--- config.mk ---
export PLATFORM = sky130hd
export DESIGN_NAME = piso_serializer
export DESIGN_NICKNAME = d
export VERILOG_FILES = /design/src/rtl/piso_serializer.sv
export SDC_FILE = /design/constraint.sdc
export NUM_CORES = 1
export LEC_CHECK = 0
export BUFFER_PORTS_ARGS = -buffer_cell sky130_fd_sc_hd__clkbuf_2
export CAP_MARGIN = 20
export CORE_AREA = 8 8 45 47
export CTS_CLUSTER_SIZE = 20
export DETAILED_ROUTE_END_ITERATION = 10
export DIE_AREA = 0 0 53 55
export PLACE_DENSITY = 0.77
export SYNTH_ARGS = -nofsm -noshare
export SYNTH_HDL_FRONTEND = slang
export SYNTH_SLANG_ARGS = --single-unit
--- constraint.sdc ---
create_clock -name clk -period 3.9 [get_ports clk]
set_clock_uncertainty 0.05 [all_clocks]
set_input_delay 0 -clock clk [delete_from_list [all_inputs] [get_ports clk]]
set_output_delay 0 -clock clk [all_outputs]
set_load 0.05 [all_outputs]
--- src/rtl/piso_serializer.sv ---
// Parallel-in, serial-out transmitter with a valid/ready load handshake and gapless streaming.
// Define PISO_PARITY_EN to append an even-parity bit to every word.
module piso_serializer #(
  parameter int WIDTH     = 8,
  parameter int MSB_FIRST = 1
) (
  input  logic             clk,
  input  logic             rst_n,
  input  logic [WIDTH-1:0] load_data,
  input  logic             load_valid,
  output logic             load_ready,
  output logic             sdo,
  output logic             frame,
  output logic             done
);

  localparam int CW = (WIDTH > 1) ? $clog2(WIDTH) : 1;
  localparam logic [CW-1:0] LAST = CW'(WIDTH - 1);

`ifdef PISO_PARITY_EN
  typedef enum logic [1:0] {IDLE, SHIFT, PARITY} state_e;
`else
  typedef enum logic [1:0] {IDLE, SHIFT} state_e;
`endif

  state_e           state_q, state_d;
  logic [CW-1:0]    cnt_q, cnt_d;
  logic [WIDTH-1:0] shift_q, shift_d;
  logic             sdo_q, sdo_d;
  logic             frame_q, frame_d;
  logic             final_bit;
  logic             accept;
  logic             first_bit;
  logic             next_bit;
  logic [WIDTH-1:0] shifted;
`ifdef PISO_PARITY_EN
  logic             par_q, par_d;
`endif

  // The final bit cycle doubles as a load slot so back-to-back words leave no gap.
`ifdef PISO_PARITY_EN
  assign final_bit = (state_q == PARITY);
`else
  assign final_bit = (state_q == SHIFT) && (cnt_q == LAST);
`endif

  assign load_ready = (state_q == IDLE) || final_bit;
  assign accept     = load_valid && load_ready;
  assign done       = final_bit;
  assign sdo        = sdo_q;
  assign frame      = frame_q;

  assign first_bit = (MSB_FIRST != 0) ? load_data[WIDTH-1] : load_data[0];
  assign next_bit  = (MSB_FIRST != 0) ? shift_q[WIDTH-2]   : shift_q[1];
  assign shifted   = (MSB_FIRST != 0) ? (shift_q << 1)     : (shift_q >> 1);

  always_comb begin
    state_d = state_q;
    cnt_d   = cnt_q;
    shift_d = shift_q;
    sdo_d   = 1'b0;
    frame_d = 1'b0;
`ifdef PISO_PARITY_EN
    par_d   = par_q;
`endif

    unique case (state_q)
      IDLE: ;
      SHIFT: begin
        if (cnt_q != LAST) begin
          cnt_d   = cnt_q + CW'(1);
          shift_d = shifted;
          sdo_d   = next_bit;
          frame_d = 1'b1;
        end
`ifdef PISO_PARITY_EN
        else begin
          state_d = PARITY;
          cnt_d   = '0;
          sdo_d   = par_q;
          frame_d = 1'b1;
        end
`endif
      end
`ifdef PISO_PARITY_EN
      PARITY: ;
`endif
      default: state_d = IDLE;
    endcase

    // A new word overrides whatever the current state would have done next.
    if (accept) begin
      state_d = SHIFT;
      cnt_d   = '0;
      shift_d = load_data;
      sdo_d   = first_bit;
      frame_d = 1'b1;
`ifdef PISO_PARITY_EN
      par_d   = ^load_data;
`endif
    end else if (final_bit) begin
      state_d = IDLE;
      cnt_d   = '0;
    end
  end

  always_ff @(posedge clk or negedge rst_n) begin
    if (!rst_n) begin
      state_q <= IDLE;
      cnt_q   <= '0;
      shift_q <= '0;
      sdo_q   <= 1'b0;
      frame_q <= 1'b0;
`ifdef PISO_PARITY_EN
      par_q   <= 1'b0;
`endif
    end else begin
      state_q <= state_d;
      cnt_q   <= cnt_d;
      shift_q <= shift_d;
      sdo_q   <= sdo_d;
      frame_q <= frame_d;
`ifdef PISO_PARITY_EN
      par_q   <= par_d;
`endif
    end
  end

endmodule

==> summary.md, run 1 <==
| Metric | Value |
|---|---|
| Clk_lat worst skew | `0.26 ns` |
| Synth Warn # | `0` |
| Peak VDD IR | `0.314 mV` |
| Area after DPL | `707 um^2` |
| R2r startpoint | `cnt_q[0]$_DFFE_PN0P_` |
| Tot Pwr | `0.000548 W` |
| Worst setup path class | `flip-flop to primary output` |
| Antenna Nets Post-Route | `0` |
| Crit. End Element | `primary output` |
| WL met1 | `477 um` |
| CP Data Arrival Time | `1.69 ns` |
| Tmin final | `1.74 ns` |
| Num CTS Buffers | `3` |
| Worst hold slack | `0.0358 ns` |
| Mean Syn Cell Area | `14.6 um^2` |
| Vias in the first global route | `399` |
| Worst Hold Class | `input pin to flip-flop` |
| Rel. slew slack | `78.6%` |
| Detailed placer's ending HPWL | `837 um` |
| GRT Residual Overflow | `0` |
| Post-CTS Setup Bufs | `0` |
| Drt first-iter violations | `4` |
| Yosys reg bits | `13` |
| Synth top area share | `51.8%` |
| Net count, final | `77` |
| Status | `complete, no violations` |
| Gate Count Post-Synth | `43` |
| Io pins | `15` |
| Clk sinks | `13` |
| Total GRT Usage | `8.35%` |
| Largest cells by area after synthesis | `dfrtp_1, mux2_4, mux2_2, ha_1, mux2_1` |
| Leakage power | `0.384 nW` |
| Reg-to-reg critical path endpoint | `shift_q[6]$_DFFE_PN0P_` |
| Initial core utilization | `45.4%` |
| CTS tree | `done` |
| Cell Rows | `14` |
| Synth area leader | `dfrtp_1` |
| Routed vias/inst | `4.76` |
| CTS clk-pin slew, worst paths | `0.08 ns` |
| Wire length on met2 | `529 um` |
| Max Cap Viol | `0` |
| Initial antenna violation count | `0` |
| Largest net degree at the start of global routing | `14` |
| Max Root-Sink Buffers | `2` |
| Syn nets | `56` |
| Highest metal used | `met4` |
| PortBufs | `14` |
| Cts repair resizes | `0` |
| Detailed-route DRC error count | `0` |
| R2R setup slack | `2.24 ns` |
| Tcrit/Tclk final | `44.6%` |
| Avg WL per Cell | `13.7 um` |
| CP max FO | `9` |
| Clock root cell | `clkbuf_4` |
| Worst-case reg-to-reg path depth | `5` |
| Layout cells sized above 1 | `47.6%` |
| Placeable Area | `1380 um^2` |
| WHS Endpoint | `shift_q[6]$_DFFE_PN0P_` |
| DIE HEIGHT | `55 um` |
| Worst Tran Pin Value | `0.321 ns` |
| Mapped Area | `628 um^2` |
| Post-route setup TNS | `0 ns` |
| 1st-pass router iterations | `3` |
| Final-report setup violation count | `0` |
| Pwr/cell area | `719 nW/um^2` |
| Final instance area | `763 um^2` |
| Routed Wire Length | `1080 um` |
| GP Congestion | `0.726` |
| Die area | `2920 um^2` |
| Fin. max-slew vios | `0` |
| Ant. Diodes | `0` |
| Layout area overhead | `21.5%` |
| Hold path startpoint | `load_data[6]` |
| Post-synth cell types | `17` |
| Critical Path RT | `3.85 ns` |
| DIE WIDTH | `53 um` |
| RSZ-0062 raised after global routing | `false` |
| Hold Crit Depth | `3` |
| CTS H-tree lvls | `1` |
| Post-synthesis sequential area ratio | `51.8%` |
| F_max | `0.575 GHz` |
| Metal3 WL | `61 um` |
| First-pass GRT wire length | `1810 um` |
| Fillcell total | `113` |
| CP Launch Type | `flip-flop` |
| Vias | `376` |
| Fin. Hold Viols | `0` |
## metal layers
metal	up-vias	track usage, %
met4	0	5.17
met1	172	10.4
li1	193	-
met5	-	0
met3	2	1.34
met2	9	13.3
## state kept, by name (all words and copies together), names as in the netlist
| signal | flops |
|---|---|
| cnt_q | 3 |
| frame | 1 |
| sdo | 1 |
| shift_q | 7 |
| state_q | 1 |
## synthesized netlist by cell type
cell	count
ha_1	2
nand2b_1	2
mux2_2	3
dfrtp_1	13
mux2i_1	1
buf_6	1
a22o_1	1
and2_1	1
and2b_2	1
inv_4	1
mux2_4	8
mux2_1	2
nor2_1	2
nand2_1	2
a32o_1	1
nand3b_1	1
o21ai_0	1
## repair_timing
item                       CTS  global route
setup endpoints to repair    0             0
hold endpoints to repair    15             0
hold buffers                 3             0
## metrics by stage
stage | setup WS, ns | std cells | util [%]
floorplan | 2.28 | 43 | -
global placement | 2.30 | 72 | 51.1
detailed placement | 2.25 | 72 | 51.1
CTS | 2.15 | 79 | 55.2
global route | 2.10 | 79 | 55.2
finish | 2.16 | 79 | 55.2
## kinds of logic after synthesis
group	count (synthesis)	synth area share [%]
mux	14	29.7
fa+ha+maj	2	3.98
simple gates	9	7.97
buf+inv	2	2.79
flops	13	51.8
compound gates	3	3.78
## final cells by class
cell class | instances | area, um^2 | share of cell area, %
flip-flops and latches | 13 | 325 | 42.6
multi-input cells | 28 | 285 | 37.4
repair buffers | 17 | 100 | 13.1
clock buffers | 4 | 26.3 | 3.44
well taps | 16 | 20.0 | 2.62
inverters | 1 | 6.26 | 0.820
## worst max-delay path by stage
stage                         start                endpoint  slack, ns  depth (start not counted)
2_1_floorplan  cnt_q[0]$_DFFE_PN0P_  shift_q[1]$_DFFE_PN0P_       2.28                          5
3_3_place_gp   cnt_q[0]$_DFFE_PN0P_  shift_q[6]$_DFFE_PN0P_       2.30                          5
3_5_place_dp   cnt_q[0]$_DFFE_PN0P_  shift_q[6]$_DFFE_PN0P_       2.25                          5
4_1_cts        cnt_q[0]$_DFFE_PN0P_              load_ready       2.15                          5
5_1_grt        cnt_q[0]$_DFFE_PN0P_              load_ready       2.10                          5
6_report       cnt_q[0]$_DFFE_PN0P_              load_ready       2.16                          5
## layout by cell type, fill, tap and decap left out
| cell | Yosys | routed |
|---|---|---|
| mux2_4 | 8 | 8 |
| a32o_1 | 1 | 1 |
| dfrtp_1 | 13 | 13 |
| nand2_1 | 2 | 2 |
| nand3b_1 | 1 | 1 |
| clkbuf_2 | 0 | 14 |
| and2b_2 | 1 | 1 |
| nor2_1 | 2 | 2 |
| nand2b_1 | 2 | 2 |
| ha_1 | 2 | 2 |
| clkbuf_1 | 0 | 1 |
| a22o_1 | 1 | 1 |
| dlygate4sd3_1 | 0 | 3 |
| mux2_1 | 2 | 2 |
| mux2i_1 | 1 | 1 |
| o21ai_0 | 1 | 1 |
| mux2_2 | 3 | 3 |
| clkbuf_4 | 0 | 3 |
| inv_4 | 1 | 1 |
| and2_1 | 1 | 1 |
## report_power, final
part           total (W)  leakage [nW]  internal (W)  switching [W]
Clock          0.0000794        0.0150     0.0000395      0.0000399
Combinational   0.000252         0.207      0.000121       0.000131
Sequential      0.000217         0.161      0.000188      0.0000290
Total           0.000548         0.384      0.000348       0.000200
## worst max-delay path, stage by stage, from the launching register on
cell,delay (ns)
dfrtp_1,0.39
ha_1,0.20
ha_1,0.21
and2b_2,0.29
inv_4,0.09
clkbuf_2,0.25
(Power assumes the default switching activity.)
==> run 2: changes to the inputs <==
Settings changed: ABC_AREA from default to 1, CORE_AREA 8 8 45 47 to default, CORE_MARGIN from default to 8, CORE_UTILIZATION from default to 44, DIE_AREA 0 0 53 55 to default, PLACE_DENSITY 0.77 to 0.75.
Clock period 3.9 ns to 1.4 ns, I/O delays scaled along.
==> run 2 against run 1 <==
The flow now finishes with violations (setup timing). Via count grew 52%. Global-route usage grew 2.5 points. Worst setup slack lost 2.2 ns. Clock-buffer cell count is the same. First-iteration DRC count grew to 4.3 times the previous value. Sequential share of layout area shrank 6.8 points. Synthesized cell count grew 60%. Die area shrank 2.9%. Critical endpoint is now done. Largest cell class unchanged. Largest power group unchanged.
==> summary.md, run 2 <==
| Metric | Value |
|---|---|
| Worst path most repeated cell | `ha_4` |
| Post-route setup TNS | `-0.0959 ns (-0.0959 ns)` |
| Clock root cell | `clkbuf_4` |
| Most common cell after layout, fill and taps aside | `nand3_1` |
| Crit. End Element | `primary output` |
| Mean Syn Cell Area | `8.83 um^2 (-40%)` |
| Mapped Area | `609 um^2 (-3.0%)` |
| Mux share of post-synthesis cell area | `0% (-30 points)` |
| Clk_lat worst skew | `0.28 ns (+0.02 ns)` |
| Max reg flops | `7 (unchanged)` |
| Status | `complete, but fails checks` |
| GRT Residual Overflow | `0 (unchanged)` |
| Synth top area share | `53.4% (+1.6 points)` |
| Async set-reset flop share out of synthesis | `100% (unchanged)` |
| Post-Synth XOR/XNOR Area | `0% (unchanged)` |
| Vias in the first global route | `535 (+34%)` |
| Syn nets | `82 (+46%)` |
| Final Non-Filler Cells | `113 (+43%)` |
| CTS H-tree lvls | `1 (unchanged)` |
| CTS clk-pin slew, worst paths | `0.08 ns (about the same)` |
| Dominant synthesized flop cell | `dfrtp_1` |
| RSZ-0062 raised after global routing | `true` |
| DIE WIDTH | `53.2 um (+0.41%)` |
| Dominant combinational cell family by area after synthesis | `simple AND/OR/NAND/NOR gates` |
| Final worst setup slack | `-0.0482 ns (-2.21 ns)` |
| Detailed-route DRC error count | `0 (unchanged)` |
| Largest regs | `shift_q x7, cnt_q x3` |
| Detailed placer's ending HPWL | `877 um (+4.7%)` |
| First-pass GRT wire length | `2230 um (+23%)` |
| Tcrit/Tclk final | `103%` |
| Placeable Area | `1300 um^2 (-6.0%)` |
| Worst setup path class | `flip-flop to primary output` |
| Ant. Diodes | `0 (unchanged)` |
| Routed vias/inst | `5.06 (+6.4%)` |
| Num CTS Buffers | `3 (unchanged)` |
| Critical Path RT | `1.35 ns (-2.50 ns)` |
| Largest net degree at the start of global routing | `14 (unchanged)` |
| CP delay by family, top | `flip-flops` |
| Post-synthesis sequential area ratio | `53.4% (+1.6 points)` |
| Avg WL per Cell | `13.1 um (-4.8%)` |
| DIE HEIGHT | `53.2 um (-3.2%)` |
| Tmin final | `1.45 ns` |
| EDFF count, synth | `0 (unchanged)` |
| Tot Pwr | `0.00178 W (+220%)` |
| Total GRT Usage | `10.8% (+2.5 points)` |
| 1st-pass router iterations | `4 (+1)` |
| Antenna Nets Post-Route | `0 (unchanged)` |
| Worst hold slack | `0.0633 ns (+0.0274 ns)` |
| Synth area leader | `dfrtp_1` |
| Synth Warn # | `0 (unchanged)` |
| Crit-path cells | `ha_4 > ha_4 > buf_6 > nand2_4 > inv_2 > buf_8` |
| CP Data Arrival Time | `1.40 ns (-0.29 ns)` |
| Post-synth cell types | `13 (-4)` |
| F_max | `0.691 GHz` |
| Clk sinks | `13 (unchanged)` |
| Leakage power | `0.455 nW (+19%)` |
| Fin. Hold Viols | `0 (unchanged)` |
| Routed Wire Length | `1480 um (+36%)` |
| Net count, final | `112 (+45%)` |
| PortBufs | `14 (unchanged)` |
| Layout area overhead | `49.1%` |
| Max stage delay on crit path | `0.42 ns (+0.03 ns)` |
| Io pins | `15 (unchanged)` |
| Worst Hold Class | `input pin to flip-flop` |
| Layout cells sized above 1 | `29.6% (-18 points)` |
| Gate Count Post-Synth | `69 (+60%)` |
| Post-synth top cells | `nand3_1, nand2_1, dfrtp_1` |
| Fin. max-slew vios | `0 (unchanged)` |
| Most common cell in the netlist | `nand3_1` |
| Compound-Gate Fraction of Synth Area | `0.821% (-3.0 points)` |
| CP max FO | `2 (-7)` |
| Final-report setup violation count | `2 (+2)` |
| Adder-Cell Fraction of Synth Area | `4.11% (+0.12 points)` |
| Largest cells by area after synthesis | `dfrtp_1, nand3_1, nand2_1, ha_1, buf_6` |
| Crit-path slowest cell | `dfrtp_1` |
| Post-Synth Simple-Gate Area | `33.7% (+26 points)` |
| Yosys reg bits | `13 (unchanged)` |
| Pwr/cell area | `1960 nW/um^2 (+170%)` |
| Most frequent cells in the layout | `nand3_1, nand2_1, dfrtp_1, clkbuf_2, dlygate4sd3_1` |
| Initial antenna violation count | `0 (unchanged)` |
| Max Cap Viol | `0 (unchanged)` |
| CTS tree | `done` |
| Peak VDD IR | `1.15 mV (+260%)` |
| Max Root-Sink Buffers | `2 (unchanged)` |
| Die area | `2830 um^2 (-2.9%)` |
| Cell Rows | `13 (-1)` |
| GP Congestion | `0.687 (-5.4%)` |
| DP Cell Count | `97 (+35%)` |
| Critical path buffer and inverter count | `3 (+1)` |
| CP Launch Type | `flip-flop` |
| Largest reg by FF count | `shift_q` |
| Worst Tran Pin Value | `0.405 ns (+0.0839 ns)` |
| Rel. slew slack | `73.0% (-5.6 points)` |
| Violations in the final reports | `setup timing` |
| Drt first-iter violations | `17 (+13)` |
| Initial core utilization | `46.8% (+1.4 points)` |
| Vias | `572 (+52%)` |
==> run 2: kinds of logic (layout without fill, tap and decap cells) <==
kind of cell,after synthesis,in the layout
compound gates,1,1
fa+ha+maj,2,2
buf+inv,8,36
flops,13,13
simple gates,45,46
==> run 2: final cells by class <==
class                           count  area (um^2)
Fill cell                         109          393
Sequential cell                    13          325
Multi-Input combinational cell     49          293
Timing Repair Buffer               27          224
Clock buffer                        4         26.3
Inverter                            5         21.3
Tap cell                           15         18.8
==> run 2: per-layer routing <==
layer	GRT usage (%)	wire (um)	vias to the layer above	part of all wire [%]
li1	-	-	283	-
met1	12.1	570	262	39
met2	18.2	789	25	53
met3	4.20	101	2	6.8
met4	3.78	13	0	0.88
met5	0	0	-	0
==> run 2: repair_timing <==
action | in CTS | in global routing
endpoints found under the hold margin | 21 | 0
hold buffers | 9 | 0
gates cloned | 1 | 0
pin swaps | 2 | 5
gates resized for setup | 14 | 3
setup endpoints to repair | 8 | 6
buffers inserted | 1 | 1
==> run 2: power breakdown <==
part	switching [W]	total, W	internal, W
clock network	0.000119	0.000230	0.000110
registers	0.000115	0.000631	0.000517
logic	0.000509	0.000916	0.000407
==> run 2: worst paths after layout <==
| path | cells past startpoint | start | endpoint | slack (ns) |
|---|---|---|---|---|
| worst max-delay path | 6 | cnt_q[1]$_DFFE_PN0P_ | done | -0.05 |
| worst min-delay path | 3 | load_valid | sdo$_DFF_PN0_ | 0.06 |
| worst max register to register | 6 | cnt_q[1]$_DFFE_PN0P_ | shift_q[3]$_DFFE_PN0P_ | 0.05 |
| worst min register to register | 2 | shift_q[1]$_DFFE_PN0P_ | shift_q[2]$_DFFE_PN0P_ | 0.44 |
| max in group asynchronous | 2 | rst_n | cnt_q[0]$_DFFE_PN0P_ | 0.95 |
| min in group asynchronous | 2 | rst_n | shift_q[4]$_DFFE_PN0P_ | 0.10 |
==> run 2: stage by stage <==
step                utilization, %  setup slack [ns]  cell area (um^2)
floorplan                        -            0.0262               609
global placement              52.5            0.0168               683
detailed placement            52.5           -0.0393               683
CTS                           68.0           -0.0774               885
global route                  69.8           -0.0962               908
finish                        69.8           -0.0482               908
==> run 2: worst min-delay path, stage by stage <==
cell and delay (ns):
clkbuf_2 0.19, nand3_1 0.12, nand2_1 0.04
